<file path="config.mk">
export PLATFORM = sky130hd
export DESIGN_NAME = two_to_one_stream_mux
export DESIGN_NICKNAME = d
export VERILOG_FILES = /design/src/rtl/mux_pkg.sv /design/src/rtl/rr_arbiter2.sv /design/src/rtl/two_to_one_stream_mux.sv
export SDC_FILE = /design/constraint.sdc
export NUM_CORES = 1
export LEC_CHECK = 0
export ABC_CLOCK_PERIOD_IN_PS = 4880
export CORE_MARGIN = 2
export CORE_UTILIZATION = 43
export CTS_BUF_LIST = sky130_fd_sc_hd__clkbuf_4 sky130_fd_sc_hd__clkbuf_8
export DETAILED_ROUTE_END_ITERATION = 7
export GPL_ROUTABILITY_DRIVEN = 0
export PLACE_DENSITY = 0.86
export SLEW_MARGIN = 20
export SYNTH_ARGS = -nofsm -noshare
export SYNTH_HDL_FRONTEND = slang
export SYNTH_HIERARCHICAL = 1
export SYNTH_SLANG_ARGS = --single-unit
</file>
<file path="constraint.sdc">
create_clock -name clk -period 4.88 [get_ports clk]
set_input_delay 0.732 -clock clk [delete_from_list [all_inputs] [get_ports clk]]
set_output_delay 0.732 -clock clk [all_outputs]
set_load 0.05 [all_outputs]
</file>
<file path="src/rtl/mux_pkg.sv">
// Shared types and constants for the stream merge blocks.
package mux_pkg;

    typedef enum logic [1:0] {
        IDLE  = 2'd0,
        HOLD0 = 2'd1,
        HOLD1 = 2'd2
    } state_t;

    localparam logic SEL_CH0 = 1'b0;
    localparam logic SEL_CH1 = 1'b1;

endpackage

</file>
<file path="src/rtl/rr_arbiter2.sv">
// Two-requester round-robin arbiter with packet lock; purely combinational, one-hot grant.
// While locked the grant stays on lock_ch whether or not it is currently requesting.
module rr_arbiter2 (
    input  logic [1:0] req,
    input  logic       last_grant,
    input  logic       lock,
    input  logic       lock_ch,
    output logic [1:0] gnt
);

    always_comb begin
        gnt = 2'b00;
        if (lock) begin
            gnt = lock_ch ? 2'b10 : 2'b01;
        end else if (req == 2'b11) begin
            gnt = last_grant ? 2'b01 : 2'b10;
        end else begin
            gnt = req;
        end
    end

endmodule

</file>
<file path="src/rtl/two_to_one_stream_mux.sv">
// Packet-granular round-robin 2:1 stream merge with a source tag on every output beat.
// Latency 1 cycle; input readies drop whenever the single output register cannot load.
module two_to_one_stream_mux
    import mux_pkg::*;
#(
    parameter int WIDTH = 8
) (
    input  logic             clk,
    input  logic             rst,
    input  logic             en,
    input  logic [WIDTH-1:0] in0_data,
    input  logic             in0_last,
    input  logic             in0_valid,
    output logic             in0_ready,
    input  logic [WIDTH-1:0] in1_data,
    input  logic             in1_last,
    input  logic             in1_valid,
    output logic             in1_ready,
    output logic [WIDTH-1:0] out_data,
    output logic             out_sel,
    output logic             out_last,
    output logic             out_valid,
    input  logic             out_ready
);

    state_t           state_q, state_d;
    logic             last_grant_q, last_grant_d;
    logic [WIDTH-1:0] out_data_q;
    logic             out_sel_q, out_last_q, out_valid_q;

    logic             load_ok;
    logic [1:0]       gnt;
    logic             xfer0, xfer1, xfer;
    logic             xfer_ch, xfer_last;
    logic [WIDTH-1:0] xfer_data;

    assign load_ok = !out_valid_q || out_ready;

    rr_arbiter2 u_arb (
        .req        ({in1_valid, in0_valid}),
        .last_grant (last_grant_q),
        .lock       (state_q != IDLE),
        .lock_ch    (state_q == HOLD1),
        .gnt        (gnt)
    );

    // Readies are held low during reset so a beat presented alongside rst is never consumed.
    assign in0_ready = !rst && en && load_ok && gnt[0];
    assign in1_ready = !rst && en && load_ok && gnt[1];

    assign xfer0     = in0_valid && in0_ready;
    assign xfer1     = in1_valid && in1_ready;
    assign xfer      = xfer0 || xfer1;
    assign xfer_ch   = xfer1 ? SEL_CH1 : SEL_CH0;
    assign xfer_last = xfer1 ? in1_last : in0_last;
    assign xfer_data = xfer1 ? in1_data : in0_data;

    always_comb begin
        state_d      = state_q;
        last_grant_d = last_grant_q;
        if (xfer) begin
            if (xfer_last) begin
                state_d      = IDLE;
                last_grant_d = xfer_ch;
            end else begin
                state_d = (xfer_ch == SEL_CH1) ? HOLD1 : HOLD0;
            end
        end
    end

    always_ff @(posedge clk) begin
        if (rst) begin
            state_q      <= IDLE;
            last_grant_q <= SEL_CH1;
        end else begin
            state_q      <= state_d;
            last_grant_q <= last_grant_d;
        end
    end

    always_ff @(posedge clk) begin
        if (rst) begin
            out_valid_q <= 1'b0;
            out_data_q  <= '0;
            out_sel_q   <= SEL_CH0;
            out_last_q  <= 1'b0;
        end else if (xfer) begin
            out_valid_q <= 1'b1;
            out_data_q  <= xfer_data;
            out_sel_q   <= xfer_ch;
            out_last_q  <= xfer_last;
        end else if (out_ready) begin
            out_valid_q <= 1'b0;
        end
    end

    assign out_data  = out_data_q;
    assign out_sel   = out_sel_q;
    assign out_last  = out_last_q;
    assign out_valid = out_valid_q;

endmodule

</file>
==> results of run 1 <==
-- registers in the layout, summed over array words and instances (netlist names) --
name / cells
state_q: 2
out_valid: 1
out_data: 8
out_last: 1
out_sel: 1
last_grant_q: 1
-- kinds of logic (layout without fill, tap and decap cells) --
| kind of cell | Yosys count | after routing | share of synthesized area [%] |
|---|---|---|---|
| simple gates | 42 | 42 | 30.2 |
| compound gates | 27 | 27 | 26.0 |
| flops | 14 | 14 | 38.9 |
| buf+inv | 5 | 40 | 4.86 |
-- Yosys cell counts (2+ instances only) --
cell type / instances
a211oi_1: 8
a21oi_1: 11
and2_1: 2
and3_1: 3
and3_4: 2
buf_6: 2
dfxtp_1: 14
nand2_1: 13
nand2b_1: 4
nand3_1: 2
nor2_1: 11
nor2b_1: 3
o21ai_0: 2
-- per-stage QoR --
| stage | worst slack (ns) | total power [mW] |
|---|---|---|
| after global placement | 1.41 | 0.188 |
| after CTS | 1.39 | 0.255 |
| after floorplan | 2.67 | 0.158 |
| final | 1.39 | 0.256 |
| after global routing | 1.32 | 0.264 |
| after detailed placement | 1.39 | 0.190 |
-- final cells by class --
cell class,instances,share of cell area (%)
Clock buffer,3,2.06
Timing Repair Buffer,36,33.0
Sequential cell,14,25.7
Inverter,1,0.344
Multi-Input combinational cell,69,37.1
Tap cell,16,1.83
-- path summary, 6_finish.rpt --
path	endpoint	startpoint	slack (ns)	depth (start not counted)
max	in0_ready	rst	1.39	4
min	out_data[2]$_SDFFE_PP0P_	out_data[2]$_SDFFE_PP0P_	0.46	2
max reg2reg	out_last$_SDFFE_PP0P_	state_q[0]$_SDFFE_PP0P_	2.94	7
min reg2reg	out_data[2]$_SDFFE_PP0P_	out_data[2]$_SDFFE_PP0P_	0.46	2
-- metal layers --
layer / up-vias / wire length (um)
met3: 8 / 124
met5: - / 0
li1: 379 / -
met4: 0 / 55
met1: 352 / 777
met2: 33 / 1000
-- worst register-to-register path: stages, from the launching register on --
cell and delay, ns:
dfxtp_1 0.32, or2_2 0.34, nand2b_1 0.17, o22ai_1 0.12, and2_1 0.18, nand3_1 0.32, nand2_1 0.21, a311oi_2 0.12
-- power groups by stage --
| stage | registers, mW | clock network (mW) | logic, mW |
|---|---|---|---|
| after floorplan | 0.137 | 0 | 0.0211 |
| after global placement | 0.124 | 0 | 0.0650 |
| after detailed placement | 0.124 | 0 | 0.0664 |
| after CTS | 0.121 | 0.0674 | 0.0668 |
| after global routing | 0.121 | 0.0713 | 0.0707 |
| final | 0.121 | 0.0683 | 0.0664 |
==> impl_metrics.py, run 1 <==
metrics = {
    "clocking": {
        "cts.reportedPaths.clkPinSlew_ns": 0.08,
        "cts_buffers": 3,
        "tritoncts": "done",
        "ctsRootBufferMaster": "clkbuf_4",
        "clock_latency_ns": 0.29,
        "postCtsSetupRepairBufs": 0,
        "cts_resized": 0,
        "postCtsHoldBufs": 0,
        "cts_buffer_depth": 2,
        "htreeDepth": 1,
        "cts.sinks": 14,
    },
    "final_layout": {
        "final_cell_mix": "clkdlybuf4s50_1, dfxtp_1, nand2_1",
        "final_nets": 149,
        "drive_gt1_share_pct": 8.13,
        "area_delta_synth_final_pct": 51.6,
        "final_area_um2": 1090,
        "stdcell_count": 139,
        "fillerInstances": 133,
        "seq_area_um2": 280,
        "final_common_cell": "clkdlybuf4s50_1",
        "diodes": 0,
        "utilization_pct": 70.9,
        "multi_input_area_um2": 405,
    },
    "critical_path": {
        "cp.required_ns": 4.15,
        "path_cells": "clkdlybuf4s50_1 > nor2b_4 > and3_1 > clkdlybuf4s50_1",
        "crit_path_end_kind": "output pin",
        "path_buf_inv": 2,
        "cp.arrival_ns": 2.75,
        "worstSetupPathType": "in2out",
        "crit_path_frequent_cell": "clkdlybuf4s50_1",
        "cpPeakStageDelay_ns": 0.79,
        "critPathTopFamily": "buffers and inverters",
        "critPathSlowestCell": "clkdlybuf4s50_1",
        "startpoint_type": "input port",
        "path_max_fanout": 16,
    },
    "logic_synthesis": {
        "seq_area_frac_synth_pct": 38.9,
        "ys_warn_count": 6,
        "synth_edf_count": 0,
        "syn-num-nets": 112,
        "avgSynthCellArea_um2": 8.19,
        "synth_top_area_cell": "dfxtp_1",
        "syn_inst": 88,
        "synth.top_cell.area_share_pct": 38.9,
        "netlist_area_um2": 721,
        "async_flop_share_pct": 0,
        "ys_ff_latch": 14,
        "synth_cell_types": 24,
        "synth_ff_type": "dfxtp_1",
        "synth_area_leaders": "dfxtp_1, a211oi_1, a21oi_1",
    },
    "sta": {
        "rsz0062_at_grt": "false",
        "hold_slack_ns": 0.464,
        "slew_headroom_pct": 56.3,
        "max_freq_ghz": 0.287,
        "setup_viol": 0,
        "fin_skew_ns": 0.00215,
        "tightest_slew_ns": 0.653,
        "tns_ns": 0,
        "final_hold_viol_count": 0,
        "finalMaxSlewViolations": 0,
        "period_minus_slack_ns": 3.49,
        "period_share_pct": 71.4,
    },
    "grt": {
        "antenna_found_initial": 0,
        "use_met3_pct": 5.20,
        "grt_max_degree": 17,
        "grt_remaining_overflow": 0,
        "met2_usage_pct": 37.4,
        "grt_first_pass_wirelength_um": 3170,
        "busiest_layer": "met2",
        "first_global_vias": 761,
        "grt_use_total_pct": 21.7,
        "use_met1_pct": 24.0,
    },
    "routing": {
        "viasPerCell": 5.55,
        "drt-initial-drc-count": 11,
        "wl_um": 1960,
        "drt_pass1_iterations": 5,
        "wl_per_cell_um": 14.1,
        "drc": 0,
        "antenna_left": 0,
        "num_vias": 772,
    },
    "run_status": {
        "status": "complete, no violations",
    },
    "floorplanning": {
        "start_util_pct": 46.8,
        "core_area_um2": 1540,
        "die_area_um2": 2020,
        "die_h_um": 44.9,
        "std_cell_rows": 14,
        "die_x_um": 44.9,
        "ioPinCount": 37,
    },
    "pwr": {
        "p_int_mw": 0.180,
        "p_leak_nw": 0.398,
        "p_sw_share_pct": 29.7,
        "p_sw_mw": 0.0759,
        "peakVddDrop_mv": 0.165,
        "power.share.clock_pct": 26.7,
        "powerDensity_nw_per_um2": 234,
        "p_comb_share_pct": 26.0,
        "seq_power_share_pct": 47.3,
    },
    "placement": {
        "port-buffer-count": 36,
        "place_area_um2": 1070,
        "place_inst": 136,
        "dp_hpwl_um": 1470,
    },
    "run": {
        "cap_violations": 0,
    },
    "worst_hold_path": {
        "hold_class": "reg2reg",
    },
}
No activity file was read; power rests on OpenSTA's default activity.
==> run 2: changes to the inputs <==
--- a/config.mk
+++ b/config.mk
@@ -5,13 +5,13 @@
 export SDC_FILE = /design/constraint.sdc
 export NUM_CORES = 1
 export LEC_CHECK = 0
-export ABC_CLOCK_PERIOD_IN_PS = 4880
+export ABC_CLOCK_PERIOD_IN_PS = 3240
 export CORE_MARGIN = 2
-export CORE_UTILIZATION = 43
+export CORE_UTILIZATION = 40
 export CTS_BUF_LIST = sky130_fd_sc_hd__clkbuf_4 sky130_fd_sc_hd__clkbuf_8
 export DETAILED_ROUTE_END_ITERATION = 7
 export GPL_ROUTABILITY_DRIVEN = 0
-export PLACE_DENSITY = 0.86
+export PLACE_DENSITY = 0.81
 export SLEW_MARGIN = 20
 export SYNTH_ARGS = -nofsm -noshare
 export SYNTH_HDL_FRONTEND = slang
==> constraint.sdc (replaced) <==
create_clock -name clk -period 3.24 [get_ports clk]
set_input_delay 0.486 -clock clk [delete_from_list [all_inputs] [get_ports clk]]
set_output_delay 0.486 -clock clk [all_outputs]
set_load 0.05 [all_outputs]
==> run 2 against run 1 <==
  * Worst hold slack gained 0.00096 ns
  * Sequential cell count is the same
  * Clock power grew 83%
  * Via count grew 0.52%
  * Core utilization is 5.3 points lower
  * Non-clock buffer count is 1 higher
  * Register-to-register slack got worse by 1.6 ns
  * First-iteration DRC count unchanged
  * Clock skew fell by 0.0018 ns
  * Total power is 59% higher
  * Critical endpoint unchanged
  * Largest cell class unchanged
==> impl_metrics.py, run 2 (same netlist as run 1, synthesis figures left out) <==
metrics = {
    "pwr": {
        "p_comb_share_pct": 24.5,
        "p_sw_mw": 0.111,
        "powerDensity_nw_per_um2": 363,
        "p_sw_share_pct": 27.2,
        "p_int_mw": 0.296,
        "power.share.clock_pct": 30.6,
        "seq_power_share_pct": 44.8,
        "peakVddDrop_mv": 0.291,
        "p_leak_nw": 0.414,
        "p_total_mw": 0.407,
    },
    "run": {
        "cap_violations": 0,
    },
    "sta": {
        "final_hold_viol_count": 0,
        "rsz0062_at_grt": "false",
        "setup_viol": 0,
        "tns_ns": 0,
        "tightest_slew_ns": 0.520,
        "period_share_pct": 65.6,
        "max_freq_ghz": 0.470,
        "slew_headroom_pct": 65.2,
        "period_minus_slack_ns": 2.13,
        "fin_skew_ns": 0.000358,
        "finalMaxSlewViolations": 0,
    },
    "critical_path": {
        "cp.arrival_ns": 1.64,
        "path_cells": "clkdlybuf4s50_1 > buf_4 > nor2b_4 > and3_1 > buf_4",
        "startpoint_type": "input port",
        "r2r-start": "state_q[0]$_SDFFE_PP0P_",
        "worstSetupPathType": "in2out",
        "r2r-end": "out_last$_SDFFE_PP0P_",
        "crit_path_end_kind": "output pin",
        "reg2reg_depth": 7,
        "crit_path_frequent_cell": "buf_4",
        "cpPeakStageDelay_ns": 0.39,
        "critPathSlowestCell": "clkdlybuf4s50_1",
        "path_max_fanout": 16,
        "cp.required_ns": 2.75,
        "r2r_slack_ns": 1.33,
    },
    "worst_hold_path": {
        "min_from": "out_data[6]$_SDFFE_PP0P_",
        "worstHoldEndpoint": "out_data[6]$_SDFFE_PP0P_",
        "holdPathStages": 2,
        "hold_class": "reg2reg",
    },
    "clocking": {
        "cts_buffer_depth": 2,
        "postCtsHoldBufs": 0,
        "clock_latency_ns": 0.28,
        "cts_resized": 0,
        "tritoncts": "done",
        "htreeDepth": 1,
        "postCtsSetupRepairBufs": 0,
        "ctsRootBufferMaster": "clkbuf_4",
        "cts_buffers": 3,
        "cts.sinks": 14,
        "cts.reportedPaths.clkPinSlew_ns": 0.08,
    },
    "grt": {
        "grt_first_pass_wirelength_um": 2920,
        "grt_max_degree": 17,
        "grt_use_total_pct": 18.8,
        "first_global_vias": 699,
        "grt_remaining_overflow": 0,
        "antenna_found_initial": 0,
    },
    "routing": {
        "drt_pass1_iterations": 4,
        "drc": 0,
        "viasPerCell": 5.17,
        "wl_per_cell_um": 12.3,
        "wl_um": 1850,
        "num_vias": 776,
        "drt-initial-drc-count": 11,
        "antenna_left": 0,
    },
    "placement": {
        "place_inst": 146,
        "dp_hpwl_um": 1410,
        "port-buffer-count": 36,
    },
    "final_layout": {
        "drive_gt1_share_pct": 11.2,
        "area_delta_synth_final_pct": 55.4,
        "fillerInstances": 147,
        "stdcell_count": 150,
        "largest_reg_flops": 8,
        "diodes": 0,
        "final_nets": 150,
        "final_common_cell": "clkdlybuf4s50_1",
        "final_cell_mix": "clkdlybuf4s50_1, dfxtp_1, nand2_1",
    },
    "floorplanning": {
        "std_cell_rows": 15,
        "die_x_um": 46.4,
        "ioPinCount": 37,
        "start_util_pct": 42.2,
        "core_area_um2": 1710,
        "die_h_um": 46.4,
        "die_area_um2": 2160,
    },
    "run_status": {
        "status": "complete, no violations",
    },
}
## run 2: worst max-delay path by stage
| stage | from | end | slack [ns] | cells after the start |
|---|---|---|---|---|
| final | rst | in0_ready | 1.11 | 5 |
| after global routing | rst | in1_ready | 1.03 | 5 |
| after CTS | in1_valid | in1_ready | 1.11 | 5 |
| after detailed placement | in1_valid | last_grant_q$_SDFFE_PP1P_ | 0.88 | 7 |
| after global placement | in1_valid | last_grant_q$_SDFFE_PP1P_ | 0.95 | 7 |
| after floorplan | state_q[0]$_SDFFE_PP0P_ | in0_ready | 1.42 | 4 |
## run 2: final cells by class
class / instances / area [um^2] / share of cell area, %
well taps: 25 / 31.3 / 2.79
repair buffers: 37 / 363 / 32.4
multi-input cells: 69 / 405 / 36.2
clock buffers: 4 / 36.3 / 3.24
flip-flops and latches: 14 / 280 / 25.0
inverters: 1 / 3.75 / 0.335
## run 2: power by group through the flow
stage               clock [mW]  combinational [mW]  sequential (mW)
CTS                      0.130               0.100            0.182
global route             0.137               0.106            0.183
global placement             0              0.0987            0.186
finish                   0.125              0.0999            0.182
floorplan                    0              0.0317            0.206
detailed placement           0              0.0997            0.187
## run 2: layer usage
layer | track usage, % | share of wire, %
met1 | 21.9 | 40
met2 | 32.8 | 54
met3 | 6.27 | 5.6
met4 | 4.57 | 0.54
met5 | 0 | 0
## run 2: metrics by stage
| step | area [um^2] | setup WS [ns] | utilization [%] | hold WS, ns |
|---|---|---|---|---|
| 2_1_floorplan | 721 | 1.42 | - | 0.457 |
| 3_3_place_gp | 1080 | 0.950 | 63.4 | 0.446 |
| 3_5_place_dp | 1080 | 0.877 | 63.4 | 0.453 |
| 4_1_cts | 1120 | 1.11 | 65.6 | 0.466 |
| 5_1_grt | 1120 | 1.03 | 65.6 | 0.480 |
| 6_report | 1120 | 1.11 | 65.6 | 0.465 |
## run 2: critical path, delay by kind of cell
family                 cells  cell delay (ns)
AND/OR/NAND/NOR            2             0.37
buffers and inverters      3             0.78
==> run 3: changes to the inputs <==
--- a/config.mk
+++ b/config.mk
@@ -5,13 +5,14 @@
 export SDC_FILE = /design/constraint.sdc
 export NUM_CORES = 1
 export LEC_CHECK = 0
-export ABC_CLOCK_PERIOD_IN_PS = 3240
+export ABC_CLOCK_PERIOD_IN_PS = 1800
+export CORE_ASPECT_RATIO = 0.7
 export CORE_MARGIN = 2
-export CORE_UTILIZATION = 40
+export CORE_UTILIZATION = 36
 export CTS_BUF_LIST = sky130_fd_sc_hd__clkbuf_4 sky130_fd_sc_hd__clkbuf_8
 export DETAILED_ROUTE_END_ITERATION = 7
 export GPL_ROUTABILITY_DRIVEN = 0
-export PLACE_DENSITY = 0.81
+export PLACE_DENSITY = 0.77
 export SLEW_MARGIN = 20
 export SYNTH_ARGS = -nofsm -noshare
 export SYNTH_HDL_FRONTEND = slang
==> constraint.sdc (replaced) <==
create_clock -name clk -period 1.8 [get_ports clk]
set_input_delay 0.27 -clock clk [delete_from_list [all_inputs] [get_ports clk]]
set_output_delay 0.27 -clock clk [all_outputs]
set_load 0.05 [all_outputs]
==> run 3 against run 2 <==
  * Via count is 6.1% higher
  * Wire length rose by 24%
  * Worst hold slack hardly changed
  * Clock skew increased by 0.015 ns
  * Clock power grew 92%
  * Global-route usage decreased by 0.15 points
  * Final cell count grew 3.3%
  * Non-clock buffer count is 6 higher
  * First-iteration DRC count grew to 2.6 times the previous value
  * Total power up 92%
  * Worst setup slack worse by 1.1 ns
  * Combinational power up 120%
  * Largest cell class unchanged
==> impl_metrics.py, run 3 (same netlist as run 1, synthesis figures left out) <==
metrics = {
    "sta": {
        "slew_headroom_pct": 66.2,
        "tightest_slew_ns": 0.505,
        "period_minus_slack_ns": 1.78,
        "final_hold_viol_count": 0,
        "finalMaxSlewViolations": 0,
        "fin_skew_ns": 0.0155,
        "max_freq_ghz": 0.563,
        "period_share_pct": 98.7,
        "setup_viol": 0,
    },
    "final_layout": {
        "final_nets": 158,
        "drive_gt1_share_pct": 25.6,
        "final_cell_mix": "clkdlybuf4s50_1, nand2_1, dfxtp_1",
        "stdcell_count": 155,
        "diodes": 0,
        "final_area_um2": 1280,
        "final_common_cell": "clkdlybuf4s50_1",
        "largest_reg_flops": 8,
        "utilization_pct": 68.2,
        "area_delta_synth_final_pct": 77.1,
    },
    "pwr": {
        "p_int_mw": 0.555,
        "p_sw_mw": 0.228,
        "p_comb_share_pct": 27.4,
        "p_total_mw": 0.783,
        "seq_power_share_pct": 42.0,
        "power.share.clock_pct": 30.6,
        "peakVddDrop_mv": 0.590,
        "p_leak_nw": 0.467,
        "powerDensity_nw_per_um2": 614,
        "p_sw_share_pct": 29.1,
    },
    "grt": {
        "grt_use_total_pct": 18.7,
        "grt_first_pass_wirelength_um": 3440,
        "grt_remaining_overflow": 0,
        "grt_max_degree": 16,
        "antenna_found_initial": 0,
        "first_global_vias": 768,
    },
    "clocking": {
        "cts.reportedPaths.clkPinSlew_ns": 0.10,
        "clock_latency_ns": 0.29,
        "postCtsSetupRepairBufs": 0,
        "ctsRootBufferMaster": "clkbuf_4",
        "postCtsHoldBufs": 0,
        "tritoncts": "done",
        "cts_buffers": 3,
        "cts.sinks": 14,
        "cts_buffer_depth": 2,
        "htreeDepth": 1,
    },
    "worst_hold_path": {
        "hold_class": "reg2reg",
        "min_from": "out_sel$_SDFFE_PP0P_",
    },
    "critical_path": {
        "cp.arrival_ns": 1.51,
        "path_cells": "clkdlybuf4s50_1 > a21bo_1 > o21ai_4 > and3_4 > buf_12",
        "critPathTopFamily": "buffers and inverters",
        "cpPeakStageDelay_ns": 0.50,
        "r2r-start": "state_q[1]$_SDFFE_PP0P_",
        "path_max_fanout": 3,
        "worstSetupPathType": "in2out",
        "cp.required_ns": 1.53,
        "r2r_slack_ns": 0.12,
        "critPathSlowestCell": "clkdlybuf4s50_1",
        "cp-startpoint": "in0_valid",
        "crit_path_end_kind": "output pin",
        "startpoint_type": "input port",
        "path_buf_inv": 2,
    },
    "placement": {
        "place_inst": 149,
        "dp_hpwl_um": 1540,
        "place_area_um2": 1150,
        "port-buffer-count": 36,
    },
    "floorplanning": {
        "start_util_pct": 38.5,
        "ioPinCount": 37,
        "die_h_um": 41.4,
        "die_area_um2": 2380,
        "die_x_um": 57.5,
        "core_area_um2": 1870,
        "std_cell_rows": 13,
    },
    "routing": {
        "drt-initial-drc-count": 29,
        "wl_per_cell_um": 14.8,
        "viasPerCell": 5.31,
        "antenna_left": 0,
        "drt_pass1_iterations": 5,
        "wl_um": 2290,
        "num_vias": 823,
        "drc": 0,
    },
    "run_status": {
        "status": "complete, no violations",
    },
    "run": {
        "cap_violations": 0,
    },
}
-- run 3: final timing paths --
check / endpoint / cells past startpoint
max: in1_ready / 5
min: out_sel$_SDFFE_PP0P_ / 2
max reg2reg: state_q[0]$_SDFFE_PP0P_ / 7
min reg2reg: out_sel$_SDFFE_PP0P_ / 2
-- run 3: power groups by stage --
stage,Clock [mW],Sequential (mW),Combinational [mW]
after detailed placement,0,0.335,0.192
final,0.240,0.329,0.215
after global routing,0.266,0.330,0.225
after floorplan,0,0.372,0.0571
after global placement,0,0.335,0.190
after CTS,0.236,0.328,0.196
-- run 3: final cells by class --
type	count	area, um^2
tap	22	27.5
fill	148	594
sequential	14	283
clock buffer	4	36.3
multi-input combinational	71	485
inverter	1	3.75
timing repair buffer	43	440
-- run 3: tightest hold or removal path: stages (launching register included) --
cell and delay (ns):
dfxtp_1 0.32, nand2_1 0.05, a21oi_1 0.05
-- run 3: routing by layer --
layer  global-route usage [%]  vias to the layer above  part of all wire (%)
met3                     7.79                        4                   7.7
met5                        0                        -                     0
met2                     30.7                       32                    48
met1                     22.5                      385                    43
li1                         -                      402                     -
met4                     4.65                        0                   1.5
-- run 3: timing repair --
| action | 4_1_cts | 5_1_grt |
|---|---|---|
| resized for setup | 1 | 17 |
| gates cloned | 1 | 1 |
| endpoints found under the setup margin | 2 | 13 |
| pin swaps | 1 | 1 |
-- run 3: metrics by stage --
step                hold slack (ns)  setup slack, ns  setup TNS, ns
finish                        0.465           0.0226              0
global route                  0.493         -0.00997       -0.00997
CTS                           0.469          0.00373              0
detailed placement            0.455           -0.163          -1.17
global placement              0.444          -0.0775         -0.551
floorplan                     0.338           0.0968              0
